[src/rtl/bcd_pkg.sv]
// Shared types for the BCD stopwatch: digit type, decade limit and controller states.
package bcd_pkg;
  typedef logic [3:0] bcd_digit_t;

  localparam bcd_digit_t BCD_MAX = 4'd9;

  typedef enum logic [1:0] {
    IDLE  = 2'd0,
    RUN   = 2'd1,
    PAUSE = 2'd2,
    DONE  = 2'd3
  } sw_state_e;
endpackage

[src/rtl/bcd_digit.sv]
// One decade counter; co is combinational so a whole chain ripples in a single edge.
module bcd_digit
  import bcd_pkg::*;
(
  input  logic       clk,
  input  logic       rst,
  input  logic       clr,
  input  logic       inc,
  output bcd_digit_t q,
  output logic       co
);
  assign co = inc & (q == BCD_MAX);

  always_ff @(posedge clk or posedge rst) begin
    if (rst)      q <= '0;
    else if (clr) q <= '0;
    else if (inc) q <= (q == BCD_MAX) ? '0 : q + 4'd1;
  end
endmodule

[src/rtl/bcd_stopwatch_ctrl.sv]
// Stopwatch controller: start/stop/clear FSM, tick prescaler and an NDIG-digit BCD chain.
// Optional lap hold of the display value is enabled by defining LAP_HOLD_EN.
module bcd_stopwatch_ctrl
  import bcd_pkg::*;
#(
  parameter int NDIG     = 4,
  parameter int PRESCALE = 10,
  parameter int WRAP     = 1
) (
  input  logic              clk,
  input  logic              rst,
  input  logic              start,
  input  logic              stop,
  input  logic              clr,
  input  logic              lap,
  output logic [4*NDIG-1:0] count,
  output logic [4*NDIG-1:0] disp,
  output logic              running,
  output logic              done,
  output logic              ovf
);
  localparam int PW = (PRESCALE > 1) ? $clog2(PRESCALE) : 1;
  localparam logic [PW-1:0] PLAST = PW'(PRESCALE - 1);

  sw_state_e       state, nxt;
  logic [PW-1:0]   presc;
  logic [NDIG:0]   carry;
  logic [NDIG-1:0] dig9;
  logic            all9, tick, sat;

  // A stop on the tick edge wins: the tick is dropped and the prescaler holds.
  assign tick = (state == RUN) && !clr && !stop && (presc == PLAST);
  assign all9 = &dig9;
  assign sat  = (WRAP == 0) && all9;
  assign carry[0] = tick && !sat;

  genvar i;
  generate
    for (i = 0; i < NDIG; i++) begin : g_dig
      bcd_digit u_dig (
        .clk (clk),
        .rst (rst),
        .clr (clr),
        .inc (carry[i]),
        .q   (count[4*i +: 4]),
        .co  (carry[i+1])
      );
      assign dig9[i] = (count[4*i +: 4] == BCD_MAX);
    end
  endgenerate

  always_comb begin
    nxt = state;
    if (clr) nxt = IDLE;
    else begin
      case (state)
        IDLE:    if (!stop && start) nxt = RUN;
        RUN:     if (stop) nxt = PAUSE;
                 else if (tick && sat) nxt = DONE;
        PAUSE:   if (!stop && start) nxt = RUN;
        default: nxt = state;
      endcase
    end
  end

  always_ff @(posedge clk or posedge rst) begin
    if (rst) begin
      state <= IDLE;
      presc <= '0;
      ovf   <= 1'b0;
    end else begin
      state <= nxt;
      ovf   <= tick && all9;
      if (clr) presc <= '0;
      else if (state == RUN && !stop) presc <= (presc == PLAST) ? '0 : presc + PW'(1);
    end
  end

  assign running = (state == RUN);
  assign done    = (state == DONE);

`ifdef LAP_HOLD_EN
  logic              hold;
  logic [4*NDIG-1:0] lap_q;

  always_ff @(posedge clk or posedge rst) begin
    if (rst) begin
      hold  <= 1'b0;
      lap_q <= '0;
    end else if (clr) begin
      hold  <= 1'b0;
      lap_q <= '0;
    end else if (lap && (state == RUN || state == PAUSE)) begin
      hold <= !hold;
      if (!hold) lap_q <= count;
    end
  end

  assign disp = hold ? lap_q : count;
`else
  logic unused_lap;
  assign unused_lap = lap;
  assign disp = count;
`endif
endmodule

[config.mk]
export PLATFORM = sky130hd
export DESIGN_NAME = bcd_stopwatch_ctrl
export DESIGN_NICKNAME = d
export VERILOG_FILES = /design/src/rtl/bcd_pkg.sv /design/src/rtl/bcd_digit.sv /design/src/rtl/bcd_stopwatch_ctrl.sv
export SDC_FILE = /design/constraint.sdc
export NUM_CORES = 1
export LEC_CHECK = 0
export ABC_CLOCK_PERIOD_IN_PS = 3810
export CORE_AREA = 5 5 60 62
export CTS_BUF_LIST = sky130_fd_sc_hd__clkbuf_8 sky130_fd_sc_hd__clkbuf_16
export DETAILED_ROUTE_END_ITERATION = 10
export DIE_AREA = 0 0 65 67
export HOLD_SLACK_MARGIN = 0.12
export PLACE_DENSITY = 0.8
export SLEW_MARGIN = 20
export SYNTH_ARGS = -nofsm -noshare
export SYNTH_HDL_FRONTEND = slang
export SYNTH_SLANG_ARGS = --single-unit
export TNS_END_PERCENT = 10
[constraint.sdc]
create_clock -name clk -period 3.81 [get_ports clk]
set_clock_uncertainty 0.15 [all_clocks]
set_input_delay 0.762 -clock clk [delete_from_list [all_inputs] [get_ports clk]]
set_output_delay 0.762 -clock clk [all_outputs]
set_load 0.02 [all_outputs]
Word level (Yosys, flattened, before mapping)
Cells that the tools add are included.
- register bits after elaboration: 23
- input port bits: 6
- word-level logic and storage cells: 62
- add/subtract/negate cells: 5
- equal/unequal tests: 10
- muxes and demuxes: 19
- bitwise operators: 3
- reduce and logical (&&, ||, !) cells: 18
- operator list (kind ; count):
    $mux 4 ; 15
    $add 4x1->4 const B ; 5
    $eq 4x4->1 const B ; 5
    $reduce_bool 2->1 ; 5
    $logic_and 1x1->1 ; 6
    $mux 2 ; 3
    $eq 2x2->1 const B ; 2
    $pmux 2 s2 ; 1
    $reduce_and 4->1 ; 1
    $and 1x1->1 ; 3
    $ne 3x1->1 const B ; 1
    $ne 3x3->1 const B ; 1
    $reduce_and 3->1 ; 1
    $reduce_bool 3->1 ; 1
    $eq 2x1->1 const B ; 1
    $logic_not 1->1 ; 2
    $logic_not 2->1 ; 1
    $reduce_or 2->1 ; 1

Depth between registers and ports, before layout
Gate-level depths: netlist of run 1.
- word-level depth: 9
- mapped depth: 8
- depth with buffers taken out: 6

By module
Synthesis of run 1 repeated with hierarchy kept, for this count alone.
- cells, all modules: 170
- area total of the unflattened synthesis: 1529.0 um^2
- by module, submodules not included (module ; times used ; cells each ; area an instance (um^2) ; sequential area each (um^2)):
    bcd_digit ; 4 ; 27 ; 244.0 ; 100.1
    bcd_stopwatch_ctrl ; 1 ; 62 ; 553.0 ; 175.2

Least setup slack after synthesis of run 1
OpenSTA, ideal clock, no wires.
- path type: input -> register
- start point: input clr
- end point: register g_dig[3].u_dig.q[3]
- library setup time: 78 ps
- arrival time: 2062 ps
- setup slack: 1520 ps
- stages on the path: 5
- path buffers: 1
- path through: buf_2 > nor4b_4 > nand4_1 > or4_1 > a21oi_1
- cells in the longest elaborated chain, start to end: 8
- elaborated cells on any way between the ends: 9
- classes of those cells: mux: 1; bitwise: 3; reduce/logical: 5
- ends and longest elaborated chain (what ; line ; text):
    start, declared ; bcd_stopwatch_ctrl.sv:14 ; input logic clr,
    $logic_not 1->1 ; bcd_stopwatch_ctrl.sv:32 ; assign tick = (state == RUN) && !clr && !stop && (presc == PLAST);
    $logic_and 1x1->1 (3 in series) ; bcd_stopwatch_ctrl.sv:32 ;
    $and 1x1->1 (3 in series) ; bcd_digit.sv:12 ; assign co = inc & (q == BCD_MAX);
    $reduce_bool 2->1 (no source line) ; -- ;
    end signal, assigned ; bcd_digit.sv:17 ; else if (inc) q <= (q == BCD_MAX) ? '0 : q + 4'd1;
    end, declared ; bcd_digit.sv:9 ; output bcd_digit_t q,
Parallel ways exist; a longest one is shown, timed or not.
A chain may end at the register's enable or synchronous reset.

Worst setup path in the final report of run 1
Same ends and word-level chain as after synthesis.

==> impl_results.html, run 1 <==
<table>
<tr><th>Metric</th><th>Value</th></tr>
<tr><th colspan="2">Drt</th></tr>
<tr><td>Ratio of routed vias to standard cells</td><td>5.47</td></tr>
<tr><td>Total vias in the final route</td><td>1165</td></tr>
<tr><td>Wire length on met3</td><td>120 microns</td></tr>
<tr><td>DRC violation count after routing</td><td>0</td></tr>
<tr><td>DR WL/cell</td><td>14.9 microns</td></tr>
<tr><td>Total length of routed met2 wires</td><td>1640 microns</td></tr>
<tr><td>WL met1</td><td>1390 microns</td></tr>
<tr><td>Number of design-rule violations left by the first detailed-router iteration</td><td>48</td></tr>
<tr><td>Number of iterations in the first detailed-routing pass</td><td>4</td></tr>
<tr><td>Uppermost layer routed</td><td>met4</td></tr>
<tr><td>Antenna-violating nets left</td><td>0</td></tr>
<tr><td>Final routed wirelength across all metal layers</td><td>3180 microns</td></tr>
<tr><th colspan="2">Finish</th></tr>
<tr><td>Count of filler cells inserted in the layout</td><td>266</td></tr>
<tr><td>Share of final-layout standard cells stronger than drive strength 1</td><td>4.44%</td></tr>
<tr><td>Combined area of the multi-input logic cells</td><td>688 sq um</td></tr>
<tr><td>Final nets</td><td>197</td></tr>
<tr><td>Post-route insts no fill</td><td>213</td></tr>
<tr><td>Diode insertion count for antenna repair</td><td>0</td></tr>
<tr><td>Seq. cell area</td><td>576 sq um</td></tr>
<tr><td>Layout overhead on the synthesized area</td><td>23.5%</td></tr>
<tr><td>Final standard cell utilization of the core</td><td>59.8%</td></tr>
<tr><th colspan="2">Power and ir drop</th></tr>
<tr><td>Comb power frac</td><td>5.8%</td></tr>
<tr><td>Net switching share of the total power</td><td>22.2%</td></tr>
<tr><td>Relative contribution of the clock network to total power</td><td>35.2%</td></tr>
<tr><td>Worst vdd ir</td><td>0.155 mV</td></tr>
<tr><td>Power density of the placed cells</td><td>235 nW/um^2</td></tr>
<tr><td>Power spent charging and discharging nets</td><td>93.0 uW</td></tr>
<tr><td>Static Leakage</td><td>0.000759 uW</td></tr>
<tr><td>Cell internal power dissipation</td><td>326 uW</td></tr>
<tr><td>Flop pwr share</td><td>59.0%</td></tr>
<tr><th colspan="2">Floorplanning</th></tr>
<tr><td>Area of the core region</td><td>2980 sq um</td></tr>
<tr><td>DIE WIDTH</td><td>65 microns</td></tr>
<tr><td>Starting Density</td><td>48.4%</td></tr>
<tr><td>Number of top-level design ports</td><td>41</td></tr>
<tr><td>Die Outline Area</td><td>4360 sq um</td></tr>
<tr><td>Number of core rows</td><td>20</td></tr>
<tr><td>Die height</td><td>67 microns</td></tr>
<tr><th colspan="2">Yosys</th></tr>
<tr><td>Sequential area share after synthesis</td><td>39.9%</td></tr>
<tr><td>Cells taking the most area after synthesis</td><td>sky130_fd_sc_hd__dfrtp_1 40%, sky130_fd_sc_hd__ha_1 8.7%, sky130_fd_sc_hd__buf_4 8.3%</td></tr>
<tr><td>Post-synth cell types</td><td>33</td></tr>
<tr><td>Largest area contributor in the synthesized netlist</td><td>sky130_fd_sc_hd__dfrtp_1</td></tr>
<tr><td>Syn_area_per_cell</td><td>9.13 sq um</td></tr>
<tr><td>Synthesized net count</td><td>174</td></tr>
<tr><td>Yosys warnings</td><td>0</td></tr>
<tr><td>Synth Instances</td><td>158</td></tr>
<tr><td>Synthesized cell area</td><td>1440 sq um</td></tr>
<tr><td>Area share of the largest cell type after synthesis</td><td>39.9%</td></tr>
<tr><td>Post-synthesis sequential element count</td><td>23</td></tr>
<tr><th colspan="2">Clock tree</th></tr>
<tr><td>Number of gates resized after cts</td><td>0</td></tr>
<tr><td>Clock tree from TritonCTS</td><td>done</td></tr>
<tr><td>Worst skew pair latency</td><td>260 ps</td></tr>
<tr><td>Clock-pin transition on the worst setup and hold timing paths</td><td>80 ps</td></tr>
<tr><td>Maximum clock path buffer count</td><td>2</td></tr>
<tr><td>H-tree depth</td><td>1</td></tr>
<tr><td>Root buf cell</td><td>sky130_fd_sc_hd__clkbuf_8</td></tr>
<tr><td>CTS Hold Bufs</td><td>0</td></tr>
<tr><td>Total setup buffers inserted after CTS</td><td>0</td></tr>
<tr><td>Number of buffers inserted during clock tree synthesis</td><td>3</td></tr>
<tr><td>TritonCTS Sinks</td><td>23</td></tr>
<tr><th colspan="2">Timing</th></tr>
<tr><td>Final-report max-slew violation count</td><td>0</td></tr>
<tr><td>Setup repair after global routing missed its margin</td><td>false</td></tr>
<tr><td>Worst hold margin</td><td>353 ps</td></tr>
<tr><td>Final setup violating endpoints</td><td>0</td></tr>
<tr><td>Slew at the pin with the worst max-slew slack</td><td>883 ps</td></tr>
<tr><td>Worst-case headroom to the max-slew limit</td><td>41.1%</td></tr>
<tr><td>Shortest period the worst path allows</td><td>2860 ps</td></tr>
<tr><td>TNS Setup</td><td>0 ps</td></tr>
<tr><td>Fraction of the cycle the final worst path needs</td><td>75.2%</td></tr>
<tr><td>Final Hold Vio Count</td><td>0</td></tr>
<tr><td>Highest attainable clock frequency</td><td>0.349 GHz</td></tr>
<tr><th colspan="2">Place</th></tr>
<tr><td>Weighted congestion at the end of routability-driven global placement</td><td>0.763</td></tr>
<tr><td>I/O Buffers</td><td>39</td></tr>
<tr><td>Cell total after placement</td><td>209</td></tr>
<tr><td>Total half-perimeter wirelength after legalization and detailed placement</td><td>2430 microns</td></tr>
<tr><th colspan="2">Setup path</th></tr>
<tr><td>Type of element capturing the critical path</td><td>register</td></tr>
<tr><td>Critical Path Source Type</td><td>input pin</td></tr>
<tr><td>Sequence of cells on the critical path</td><td>clkdlybuf4s50_1 -&gt; nor4b_4 -&gt; nand4_1 -&gt; or4_1 -&gt; a21oi_1</td></tr>
<tr><td>Critical path buffers and inverters</td><td>1</td></tr>
<tr><td>Kind of critical path</td><td>in -&gt; reg</td></tr>
<tr><td>Cell type of the slowest stage on the worst timing path</td><td>sky130_fd_sc_hd__or4_1</td></tr>
<tr><td>Worst-path maximum fanout</td><td>14</td></tr>
<tr><td>Endpoint required time on the critical path</td><td>3850 ps</td></tr>
<tr><td>CP peak stage delay</td><td>610 ps</td></tr>
<tr><td>Top delay family on crit path</td><td>simple AND/OR/NAND/NOR gates</td></tr>
<tr><td>Data arrival time of the critical path</td><td>2900 ps</td></tr>
<tr><th colspan="2">Flow run</th></tr>
<tr><td>Max-cap viol count</td><td>0</td></tr>
<tr><th colspan="2">Global routing</th></tr>
<tr><td>Global-route wire length before repair</td><td>5400 microns</td></tr>
<tr><td>Antenna violations before repair</td><td>0</td></tr>
<tr><td>Grt total ovfl</td><td>0</td></tr>
<tr><td>Largest net degree at the start of global routing</td><td>24</td></tr>
<tr><td>All-Layer GR Usage</td><td>15.7%</td></tr>
<tr><td>Via count of the first global-routing pass</td><td>1158</td></tr>
<tr><th colspan="2">Outcome</th></tr>
<tr><td>Outcome</td><td>finished clean</td></tr>
<tr><th colspan="2">Hold path</th></tr>
<tr><td>Hold crit path type</td><td>reg -&gt; reg</td></tr>
</table>
==> cell usage in the layout, fill, tap and decap left out <==
cell | Yosys | layout
sky130_fd_sc_hd__nor4b_4 | 1 | 1
sky130_fd_sc_hd__and3_1 | 1 | 1
sky130_fd_sc_hd__o21a_1 | 1 | 1
sky130_fd_sc_hd__inv_1 | 9 | 10
sky130_fd_sc_hd__nor4b_1 | 1 | 1
sky130_fd_sc_hd__and2_1 | 2 | 2
sky130_fd_sc_hd__o211ai_1 | 1 | 1
sky130_fd_sc_hd__ha_1 | 10 | 10
sky130_fd_sc_hd__or3_1 | 7 | 7
sky130_fd_sc_hd__nand2_1 | 10 | 10
sky130_fd_sc_hd__or4b_2 | 1 | 1
sky130_fd_sc_hd__nand3b_1 | 1 | 1
sky130_fd_sc_hd__xnor2_1 | 1 | 1
sky130_fd_sc_hd__nand4_1 | 2 | 2
sky130_fd_sc_hd__nor2_1 | 6 | 6
sky130_fd_sc_hd__or4_1 | 3 | 3
sky130_fd_sc_hd__o21ai_0 | 11 | 11
sky130_fd_sc_hd__a21oi_1 | 13 | 13
sky130_fd_sc_hd__nor3_1 | 4 | 4
sky130_fd_sc_hd__o31ai_1 | 1 | 1
sky130_fd_sc_hd__a21o_1 | 2 | 2
sky130_fd_sc_hd__or2_2 | 1 | 1
sky130_fd_sc_hd__mux2i_1 | 2 | 2
sky130_fd_sc_hd__nor2b_1 | 3 | 3
sky130_fd_sc_hd__clkdlybuf4s50_1 | 0 | 39
sky130_fd_sc_hd__a31o_2 | 1 | 1
sky130_fd_sc_hd__o41ai_1 | 1 | 1
sky130_fd_sc_hd__nand3_1 | 10 | 10
sky130_fd_sc_hd__clkbuf_8 | 0 | 3
sky130_fd_sc_hd__buf_4 | 16 | 1
sky130_fd_sc_hd__nand2b_1 | 2 | 2
sky130_fd_sc_hd__and3b_1 | 5 | 5
sky130_fd_sc_hd__dfrtp_1 | 23 | 23
==> cells by family after synthesis <==
kind of cell    Yosys count  synth area share (%)
xor+xnor                  1                 0.607
compound gates           31                  12.1
buf+inv                  31                  12.4
flops                    23                  39.9
simple gates             60                  24.9
mux                       2                  1.39
fa+ha+maj                10                  8.67
==> state kept, by name, indices dropped and copies added, names as in the netlist <==
signal         count
state              2
g_dig.u_dig.q     16
ovf                1
presc              4
==> cell usage after synthesis (all sizes together) <==
library cell	count
a21o	2
a21oi	13
a31o	1
and2	2
and3	1
and3b	5
buf	18
clkbuf	4
dfrtp	23
ha	10
inv	9
mux2i	2
nand2	10
nand2b	2
nand3	10
nand3b	1
nand4	2
nor2	6
nor2b	3
nor3	4
nor4b	2
o211ai	1
o21a	1
o21ai	11
o31ai	1
o41ai	1
or2	1
or3	7
or4	3
or4b	1
xnor2	1
==> cell type report <==
cell class	count	area share (%)
Timing Repair Buffer	40	22.3
Clock buffer	3	2.32
Multi-Input combinational cell	104	38.6
Clock inverter	1	0.211
Tap cell	33	2.32
Sequential cell	23	32.3
Inverter	9	1.90
==> final timing paths <==
path	from	to	slack (ps)	cells after the start
hold / removal	presc[3]	presc[3]	350	1
max in group asynchronous	rst	g_dig[1].u_dig.q[0]	2130	2
setup reg to reg	g_dig[1].u_dig.q[1]	g_dig[3].u_dig.q[3]	1370	6
setup / recovery	clr	g_dig[3].u_dig.q[3]	950	5
min in group asynchronous	rst	g_dig[1].u_dig.q[3]	830	2
hold reg to reg	presc[3]	presc[3]	350	1
==> layer usage <==
metal	GRT usage (%)	vias to the layer above
li1	-	577
met1	19.3	556
met2	28.9	26
met3	2.36	6
met4	3.43	0
met5	0	-
==> power by group through the flow <==
stage               clock network (uW)  registers, uW  logic (uW)
finish                             148            247        24.2
CTS                                152            247        24.8
global placement                     0            252        23.9
floorplan                            0            252        14.5
detailed placement                   0            252        24.8
global route                       166            248        27.5
==> stage by stage <==
step / worst slack [ps] / cell area [sq um] / total power, uW
2_1_floorplan: 1520 / 1440 / 266
3_3_place_gp: 772 / 1740 / 276
3_5_place_dp: 707 / 1740 / 277
4_1_cts: 981 / 1780 / 424
5_1_grt: 782 / 1780 / 441
6_report: 945 / 1780 / 419
(Power assumes the default switching activity.)
==> run 2, diff against run 1 <==
--- a/config.mk
+++ b/config.mk
@@ -5,13 +5,13 @@
 export SDC_FILE = /design/constraint.sdc
 export NUM_CORES = 1
 export LEC_CHECK = 0
-export ABC_CLOCK_PERIOD_IN_PS = 3810
-export CORE_AREA = 5 5 60 62
+export ABC_CLOCK_PERIOD_IN_PS = 2900
+export CORE_AREA = 5 5 62 64
 export CTS_BUF_LIST = sky130_fd_sc_hd__clkbuf_8 sky130_fd_sc_hd__clkbuf_16
 export DETAILED_ROUTE_END_ITERATION = 10
-export DIE_AREA = 0 0 65 67
+export DIE_AREA = 0 0 67 69
 export HOLD_SLACK_MARGIN = 0.12
-export PLACE_DENSITY = 0.8
+export PLACE_DENSITY = 0.75
 export SLEW_MARGIN = 20
 export SYNTH_ARGS = -nofsm -noshare
 export SYNTH_HDL_FRONTEND = slang
==> constraint.sdc (replaced) <==
create_clock -name clk -period 2.9 [get_ports clk]
set_clock_uncertainty 0.15 [all_clocks]
set_input_delay 0.58 -clock clk [delete_from_list [all_inputs] [get_ports clk]]
set_output_delay 0.58 -clock clk [all_outputs]
set_load 0.02 [all_outputs]
==> run 2 against run 1 <==
Compared with the run above:
- sequential power rose by 32%
- critical endpoint is now presc[3]
- die area rose by 6.2%
- critical path type unchanged
- design area rose by 2.2%
- count of clock-buffer cells in the layout did not move
- highest routed layer unchanged
==> impl_results.html, run 2 (synthesized netlist as in run 1, its figures left out) <==
<table>
<tr><th>Metric</th><th>Value</th></tr>
<tr><th colspan="2">Outcome</th></tr>
<tr><td>Outcome</td><td>finished clean</td></tr>
<tr><th colspan="2">Power and ir drop</th></tr>
<tr><td>Cell internal power dissipation</td><td>431 uW</td></tr>
<tr><td>Flop pwr share</td><td>58.8%</td></tr>
<tr><td>Power spent charging and discharging nets</td><td>122 uW</td></tr>
<tr><td>Power density of the placed cells</td><td>304 nW/um^2</td></tr>
<tr><td>Static Leakage</td><td>0.000772 uW</td></tr>
<tr><td>Net switching share of the total power</td><td>22.0%</td></tr>
<tr><td>Worst vdd ir</td><td>0.156 mV</td></tr>
<tr><td>Comb power frac</td><td>5.9%</td></tr>
<tr><td>Relative contribution of the clock network to total power</td><td>35.3%</td></tr>
<tr><th colspan="2">Floorplanning</th></tr>
<tr><td>Starting Density</td><td>44.6%</td></tr>
<tr><td>Die Outline Area</td><td>4620 sq um</td></tr>
<tr><td>Area of the core region</td><td>3230 sq um</td></tr>
<tr><td>Number of core rows</td><td>21</td></tr>
<tr><td>Die height</td><td>69 microns</td></tr>
<tr><td>DIE WIDTH</td><td>67 microns</td></tr>
<tr><td>Number of top-level design ports</td><td>41</td></tr>
<tr><th colspan="2">Drt</th></tr>
<tr><td>Total vias in the final route</td><td>1179</td></tr>
<tr><td>Number of design-rule violations left by the first detailed-router iteration</td><td>43</td></tr>
<tr><td>Number of iterations in the first detailed-routing pass</td><td>4</td></tr>
<tr><td>DR WL/cell</td><td>13.4 microns</td></tr>
<tr><td>Final routed wirelength across all metal layers</td><td>3080 microns</td></tr>
<tr><td>Ratio of routed vias to standard cells</td><td>5.15</td></tr>
<tr><td>DRC violation count after routing</td><td>0</td></tr>
<tr><td>Antenna-violating nets left</td><td>0</td></tr>
<tr><th colspan="2">Timing</th></tr>
<tr><td>Final setup violating endpoints</td><td>0</td></tr>
<tr><td>Fraction of the cycle the final worst path needs</td><td>79.6%</td></tr>
<tr><td>Highest attainable clock frequency</td><td>0.433 GHz</td></tr>
<tr><td>Final Hold Vio Count</td><td>0</td></tr>
<tr><td>Shortest period the worst path allows</td><td>2310 ps</td></tr>
<tr><td>Setup repair after global routing missed its margin</td><td>false</td></tr>
<tr><td>Worst-case headroom to the max-slew limit</td><td>79.9%</td></tr>
<tr><td>Slew at the pin with the worst max-slew slack</td><td>301 ps</td></tr>
<tr><td>Final-report max-slew violation count</td><td>0</td></tr>
<tr><td>PnR worst setup slack</td><td>592 ps</td></tr>
<tr><td>Worst hold margin</td><td>356 ps</td></tr>
<tr><td>TNS Setup</td><td>0 ps</td></tr>
<tr><th colspan="2">Finish</th></tr>
<tr><td>Share of final-layout standard cells stronger than drive strength 1</td><td>6.56%</td></tr>
<tr><td>Largest Register</td><td>g_dig.u_dig.q</td></tr>
<tr><td>Final standard cell utilization of the core</td><td>56.4%</td></tr>
<tr><td>Layout overhead on the synthesized area</td><td>26.3%</td></tr>
<tr><td>Post-route insts no fill</td><td>229</td></tr>
<tr><td>Seq. cell area</td><td>576 sq um</td></tr>
<tr><td>Leading cell types in the layout, fill and taps excluded</td><td>39 x sky130_fd_sc_hd__clkdlybuf4s50_1, 23 x sky130_fd_sc_hd__dfrtp_1, 13 x sky130_fd_sc_hd__a21oi_1</td></tr>
<tr><td>Diode insertion count for antenna repair</td><td>0</td></tr>
<tr><td>Largest registers</td><td>g_dig.u_dig.q: 16 flops, presc: 4 flops, state: 2 flops</td></tr>
<tr><td>Combined area of the multi-input logic cells</td><td>688 sq um</td></tr>
<tr><td>Most common library cell in the layout ignoring fill and taps</td><td>sky130_fd_sc_hd__clkdlybuf4s50_1</td></tr>
<tr><td>Count of filler cells inserted in the layout</td><td>298</td></tr>
<tr><td>Number of flip-flops under the largest register name</td><td>16</td></tr>
<tr><td>Final nets</td><td>200</td></tr>
<tr><th colspan="2">Setup path</th></tr>
<tr><td>Critical Path Source Type</td><td>input pin</td></tr>
<tr><td>Cell type of the slowest stage on the worst timing path</td><td>sky130_fd_sc_hd__or4b_2</td></tr>
<tr><td>CP peak stage delay</td><td>690 ps</td></tr>
<tr><td>Endpoint required time on the critical path</td><td>2950 ps</td></tr>
<tr><td>Register-to-register path setup slack</td><td>770 ps</td></tr>
<tr><td>Worst-case reg-to-reg path depth</td><td>6</td></tr>
<tr><td>Kind of critical path</td><td>in -&gt; reg</td></tr>
<tr><td>Reg-to-reg critical path startpoint</td><td>g_dig[0].u_dig.q[0]</td></tr>
<tr><td>Crit Reg-Reg Endpoint</td><td>g_dig[3].u_dig.q[3]</td></tr>
<tr><td>Cell mode on critical path</td><td>sky130_fd_sc_hd__a21o_1</td></tr>
<tr><td>Worst-path maximum fanout</td><td>18</td></tr>
<tr><td>Type of element capturing the critical path</td><td>register</td></tr>
<tr><td>Sequence of cells on the critical path</td><td>clkdlybuf4s50_1 -&gt; buf_4 -&gt; or4b_2 -&gt; nor2_1 -&gt; a21o_1 -&gt; a21o_1</td></tr>
<tr><td>Data arrival time of the critical path</td><td>2360 ps</td></tr>
<tr><th colspan="2">Clock tree</th></tr>
<tr><td>Number of gates resized after cts</td><td>0</td></tr>
<tr><td>Clock-pin transition on the worst setup and hold timing paths</td><td>80 ps</td></tr>
<tr><td>Total setup buffers inserted after CTS</td><td>0</td></tr>
<tr><td>H-tree depth</td><td>1</td></tr>
<tr><td>Worst skew pair latency</td><td>260 ps</td></tr>
<tr><td>Number of buffers inserted during clock tree synthesis</td><td>3</td></tr>
<tr><td>Clock tree from TritonCTS</td><td>done</td></tr>
<tr><td>CTS Hold Bufs</td><td>0</td></tr>
<tr><td>Root buf cell</td><td>sky130_fd_sc_hd__clkbuf_8</td></tr>
<tr><td>Maximum clock path buffer count</td><td>2</td></tr>
<tr><td>TritonCTS Sinks</td><td>23</td></tr>
<tr><th colspan="2">Global routing</th></tr>
<tr><td>Largest net degree at the start of global routing</td><td>24</td></tr>
<tr><td>Grt total ovfl</td><td>0</td></tr>
<tr><td>Global-route wire length before repair</td><td>5210 microns</td></tr>
<tr><td>Via count of the first global-routing pass</td><td>1160</td></tr>
<tr><td>Antenna violations before repair</td><td>0</td></tr>
<tr><td>All-Layer GR Usage</td><td>13.8%</td></tr>
<tr><th colspan="2">Place</th></tr>
<tr><td>Total half-perimeter wirelength after legalization and detailed placement</td><td>2350 microns</td></tr>
<tr><td>Cell total after placement</td><td>225</td></tr>
<tr><td>Weighted congestion at the end of routability-driven global placement</td><td>0.741</td></tr>
<tr><td>Dpl ws</td><td>312 ps</td></tr>
<tr><td>I/O Buffers</td><td>39</td></tr>
<tr><th colspan="2">Hold path</th></tr>
<tr><td>Hold crit path type</td><td>reg -&gt; reg</td></tr>
<tr><td>Worst Hold Path EP</td><td>presc[2]</td></tr>
<tr><td>Depth of the worst hold-timing path</td><td>1</td></tr>
<tr><td>Startpoint of the lowest-slack hold path</td><td>presc[2]</td></tr>
<tr><th colspan="2">Flow run</th></tr>
<tr><td>Max-cap viol count</td><td>0</td></tr>
</table>
-- run 2: cell count changes in the layout (fill, tap and decap cells not counted), sizes merged --
cell	previous run	this run
inv	10	9
buf	1	4
clkinv	0	1
-- run 2: worst max-delay path, delay by kind of cell --
family,cells,cell delay (ps)
AOI/OAI and AO/OA,2,230
buffers and inverters,2,680
and+or+nand+nor,2,870
-- run 2: how the worst max path moves through the flow --
stage                     slack [ps]  cells after the start                   to  startpoint
after floorplan                  790                      5  g_dig[3].u_dig.q[3]         clr
after global placement           370                      6             presc[3]         clr
after detailed placement         310                      6             presc[3]         clr
after CTS                        590                      6             presc[3]         clr
after global routing             440                      6             presc[2]         clr
final                            590                      6             presc[3]         clr
-- run 2: cell type report --
| class | count | share of cell area [%] |
|---|---|---|
| inverter | 9 | 1.85 |
| timing repair buffer | 43 | 23.1 |
| sequential | 23 | 31.6 |
| multi-input combinational | 104 | 37.8 |
| clock inverter | 1 | 0.275 |
| clock buffer | 3 | 2.27 |
| tap | 46 | 3.16 |
-- run 2: power by group through the flow --
stage	clock network (uW)	logic, uW	registers, uW
floorplan	0	19.0	331
global placement	0	32.9	331
detailed placement	0	33.9	332
CTS	202	33.9	325
global route	211	38.1	326
finish	195	32.9	325
-- run 2: per-stage QoR --
step                area [sq um]  total power [uW]
floorplan                   1440               350
detailed placement          1780               366
finish                      1820               553
CTS                         1820               561
global placement            1780               364
global route                1820               575
-- run 2: routing by layer --
layer	vias up	track usage [%]	wire (microns)
met4	0	4.05	18
met3	2	1.79	97
li1	587	-	-
met1	569	18.3	1430
met5	-	0	0
met2	21	22.9	1530
==> run 3, diff against run 2 <==
--- a/config.mk
+++ b/config.mk
@@ -5,7 +5,7 @@
 export SDC_FILE = /design/constraint.sdc
 export NUM_CORES = 1
 export LEC_CHECK = 0
-export ABC_CLOCK_PERIOD_IN_PS = 2900
+export ABC_CLOCK_PERIOD_IN_PS = 2200
 export CORE_AREA = 5 5 62 64
 export CTS_BUF_LIST = sky130_fd_sc_hd__clkbuf_8 sky130_fd_sc_hd__clkbuf_16
 export DETAILED_ROUTE_END_ITERATION = 10
==> constraint.sdc (replaced) <==
create_clock -name clk -period 2.2 [get_ports clk]
set_clock_uncertainty 0.15 [all_clocks]
set_input_delay 0.44 -clock clk [delete_from_list [all_inputs] [get_ports clk]]
set_output_delay 0.44 -clock clk [all_outputs]
set_load 0.02 [all_outputs]
==> run 3 against run 2 <==
Compared with the run above:
- global-route usage rose by 1.1 points
- via count rose by 2.4%
- design area rose by 4.3%
- die area did not move
- combinational power rose by 43%
- critical path depth did not move
- worst hold slack improved by 1.4 ps
- sequential share of layout area fell by 1.3 points
- critical endpoint is now g_dig[3].u_dig.q[3]
==> impl_results.html, run 3 (synthesized netlist as in run 1, its figures left out) <==
<table>
<tr><th>Metric</th><th>Value</th></tr>
<tr><th colspan="2">Setup path</th></tr>
<tr><td>Endpoint required time on the critical path</td><td>2250 ps</td></tr>
<tr><td>Worst-path maximum fanout</td><td>11</td></tr>
<tr><td>Crit Reg-Reg Endpoint</td><td>g_dig[3].u_dig.q[3]</td></tr>
<tr><td>Data arrival time of the critical path</td><td>2190 ps</td></tr>
<tr><td>Register-to-register path setup slack</td><td>120 ps</td></tr>
<tr><td>Worst-case reg-to-reg path depth</td><td>7</td></tr>
<tr><td>Critical Path Source Type</td><td>input pin</td></tr>
<tr><td>Reg-to-reg critical path startpoint</td><td>g_dig[0].u_dig.q[1]</td></tr>
<tr><td>Type of element capturing the critical path</td><td>register</td></tr>
<tr><td>Kind of critical path</td><td>in -&gt; reg</td></tr>
<tr><th colspan="2">Finish</th></tr>
<tr><td>Layout overhead on the synthesized area</td><td>31.7%</td></tr>
<tr><td>Leading cell types in the layout, fill and taps excluded</td><td>38 x sky130_fd_sc_hd__clkdlybuf4s50_1, 23 x sky130_fd_sc_hd__dfrtp_1, 13 x sky130_fd_sc_hd__buf_4</td></tr>
<tr><td>Most common library cell in the layout ignoring fill and taps</td><td>sky130_fd_sc_hd__clkdlybuf4s50_1</td></tr>
<tr><td>Post-route insts no fill</td><td>238</td></tr>
<tr><td>Number of flip-flops under the largest register name</td><td>16</td></tr>
<tr><td>Final nets</td><td>209</td></tr>
<tr><td>Diode insertion count for antenna repair</td><td>0</td></tr>
<tr><td>Final standard cell utilization of the core</td><td>58.8%</td></tr>
<tr><td>Share of final-layout standard cells stronger than drive strength 1</td><td>12.5%</td></tr>
<tr><td>Largest registers</td><td>g_dig.u_dig.q: 16 flops, presc: 4 flops, state: 2 flops</td></tr>
<tr><td>Largest Register</td><td>g_dig.u_dig.q</td></tr>
<tr><th colspan="2">Timing</th></tr>
<tr><td>Final Hold Vio Count</td><td>0</td></tr>
<tr><td>Final-report max-slew violation count</td><td>0</td></tr>
<tr><td>Setup repair after global routing missed its margin</td><td>true</td></tr>
<tr><td>Slew at the pin with the worst max-slew slack</td><td>329 ps</td></tr>
<tr><td>Worst-case headroom to the max-slew limit</td><td>77.8%</td></tr>
<tr><td>Final setup violating endpoints</td><td>0</td></tr>
<tr><td>Highest attainable clock frequency</td><td>0.468 GHz</td></tr>
<tr><td>Fraction of the cycle the final worst path needs</td><td>97.1%</td></tr>
<tr><td>TNS Setup</td><td>0 ps</td></tr>
<tr><td>Shortest period the worst path allows</td><td>2140 ps</td></tr>
<tr><th colspan="2">Place</th></tr>
<tr><td>Cell total after placement</td><td>234</td></tr>
<tr><td>Total half-perimeter wirelength after legalization and detailed placement</td><td>2430 microns</td></tr>
<tr><td>Weighted congestion at the end of routability-driven global placement</td><td>0.788</td></tr>
<tr><td>I/O Buffers</td><td>39</td></tr>
<tr><th colspan="2">Clock tree</th></tr>
<tr><td>H-tree depth</td><td>1</td></tr>
<tr><td>Number of buffers inserted during clock tree synthesis</td><td>3</td></tr>
<tr><td>Clock-pin transition on the worst setup and hold timing paths</td><td>80 ps</td></tr>
<tr><td>Total setup buffers inserted after CTS</td><td>0</td></tr>
<tr><td>Root buf cell</td><td>sky130_fd_sc_hd__clkbuf_8</td></tr>
<tr><td>CTS Hold Bufs</td><td>0</td></tr>
<tr><td>Worst skew pair latency</td><td>260 ps</td></tr>
<tr><td>TritonCTS Sinks</td><td>23</td></tr>
<tr><td>Clock tree from TritonCTS</td><td>done</td></tr>
<tr><td>Maximum clock path buffer count</td><td>2</td></tr>
<tr><th colspan="2">Floorplanning</th></tr>
<tr><td>Die Outline Area</td><td>4620 sq um</td></tr>
<tr><td>Die height</td><td>69 microns</td></tr>
<tr><td>Number of top-level design ports</td><td>41</td></tr>
<tr><td>Number of core rows</td><td>21</td></tr>
<tr><td>DIE WIDTH</td><td>67 microns</td></tr>
<tr><td>Starting Density</td><td>44.6%</td></tr>
<tr><td>Area of the core region</td><td>3230 sq um</td></tr>
<tr><th colspan="2">Drt</th></tr>
<tr><td>Final routed wirelength across all metal layers</td><td>3230 microns</td></tr>
<tr><td>Antenna-violating nets left</td><td>0</td></tr>
<tr><td>DRC violation count after routing</td><td>0</td></tr>
<tr><td>Total vias in the final route</td><td>1207</td></tr>
<tr><td>Ratio of routed vias to standard cells</td><td>5.07</td></tr>
<tr><td>DR WL/cell</td><td>13.6 microns</td></tr>
<tr><td>Number of iterations in the first detailed-routing pass</td><td>4</td></tr>
<tr><td>Number of design-rule violations left by the first detailed-router iteration</td><td>59</td></tr>
<tr><th colspan="2">Global routing</th></tr>
<tr><td>Global-route wire length before repair</td><td>5550 microns</td></tr>
<tr><td>Grt total ovfl</td><td>0</td></tr>
<tr><td>Via count of the first global-routing pass</td><td>1238</td></tr>
<tr><td>All-Layer GR Usage</td><td>14.8%</td></tr>
<tr><td>Largest net degree at the start of global routing</td><td>24</td></tr>
<tr><td>Antenna violations before repair</td><td>0</td></tr>
<tr><th colspan="2">Outcome</th></tr>
<tr><td>Outcome</td><td>finished clean</td></tr>
<tr><th colspan="2">Power and ir drop</th></tr>
<tr><td>Static Leakage</td><td>0.000821 uW</td></tr>
<tr><td>Power density of the placed cells</td><td>388 nW/um^2</td></tr>
<tr><td>Worst vdd ir</td><td>0.240 mV</td></tr>
<tr><td>Post-layout total power</td><td>737 uW</td></tr>
<tr><th colspan="2">Hold path</th></tr>
<tr><td>Hold crit path type</td><td>in -&gt; async</td></tr>
<tr><th colspan="2">Flow run</th></tr>
<tr><td>Max-cap viol count</td><td>0</td></tr>
</table>
-- run 3: changes by cell type in the layout (fill, tap and decap cells not counted), sizes merged --
cell,before,now
buf,4,13
clkdlybuf4s50,39,38
dlygate4sd2,0,1
-- run 3: layout make-up --
| cell class | instances | area [sq um] |
|---|---|---|
| repair buffers | 52 | 487 |
| well taps | 46 | 57.6 |
| inverters | 9 | 33.8 |
| multi-input cells | 104 | 701 |
| fillers | 287 | 1330 |
| clock inverters | 1 | 5.00 |
| clock buffers | 3 | 41.3 |
| flip-flops and latches | 23 | 576 |
-- run 3: worst max path at each step --
stage / startpoint / end / slack [ps] / cells after the start
global placement: clr / g_dig[3].u_dig.q[1] / -140 / 6
finish: clr / g_dig[3].u_dig.q[3] / 60 / 6
detailed placement: clr / g_dig[3].u_dig.q[2] / -260 / 6
global route: clr / g_dig[3].u_dig.q[3] / -10 / 6
CTS: clr / g_dig[3].u_dig.q[2] / 8 / 6
floorplan: g_dig[0].u_dig.q[0] / g_dig[3].u_dig.q[3] / 170 / 6
-- run 3: metrics by stage --
stage | hold WS, ps | setup slack [ps] | area (sq um)
finish | 358 | 63.7 | 1900
global route | 381 | -9.72 | 1900
CTS | 367 | 8.21 | 1890
detailed placement | 349 | -264 | 1840
global placement | 334 | -144 | 1840
floorplan | 292 | 165 | 1440
-- run 3: layer usage --
metal / up-vias / part of all wire [%] / GRT usage [%]
li1: 607 / - / -
met5: - / 0 / 0
met1: 572 / 44 / 19.1
met2: 24 / 52 / 25.7
met3: 4 / 3.1 / 1.62
met4: 0 / 0.84 / 4.05
-- run 3: what timing repair did --
action                                  CTS  global route
endpoints found under the setup margin    1             3
gates resized for setup                   1             3
hold endpoints to repair                  0             0
-- run 3: critical path: stages --
cell,delay (ps)
sky130_fd_sc_hd__clkdlybuf4s50_1,470
sky130_fd_sc_hd__nor4b_4,310
sky130_fd_sc_hd__nand4_1,130
sky130_fd_sc_hd__buf_4,190
sky130_fd_sc_hd__or4_1,500
sky130_fd_sc_hd__a21oi_2,150
-- run 3: power breakdown --
part | total (uW) | internal [uW] | switching, uW
combinational | 47.0 | 19.3 | 27.7
clock | 261 | 126 | 135
sequential | 429 | 425 | 4.10
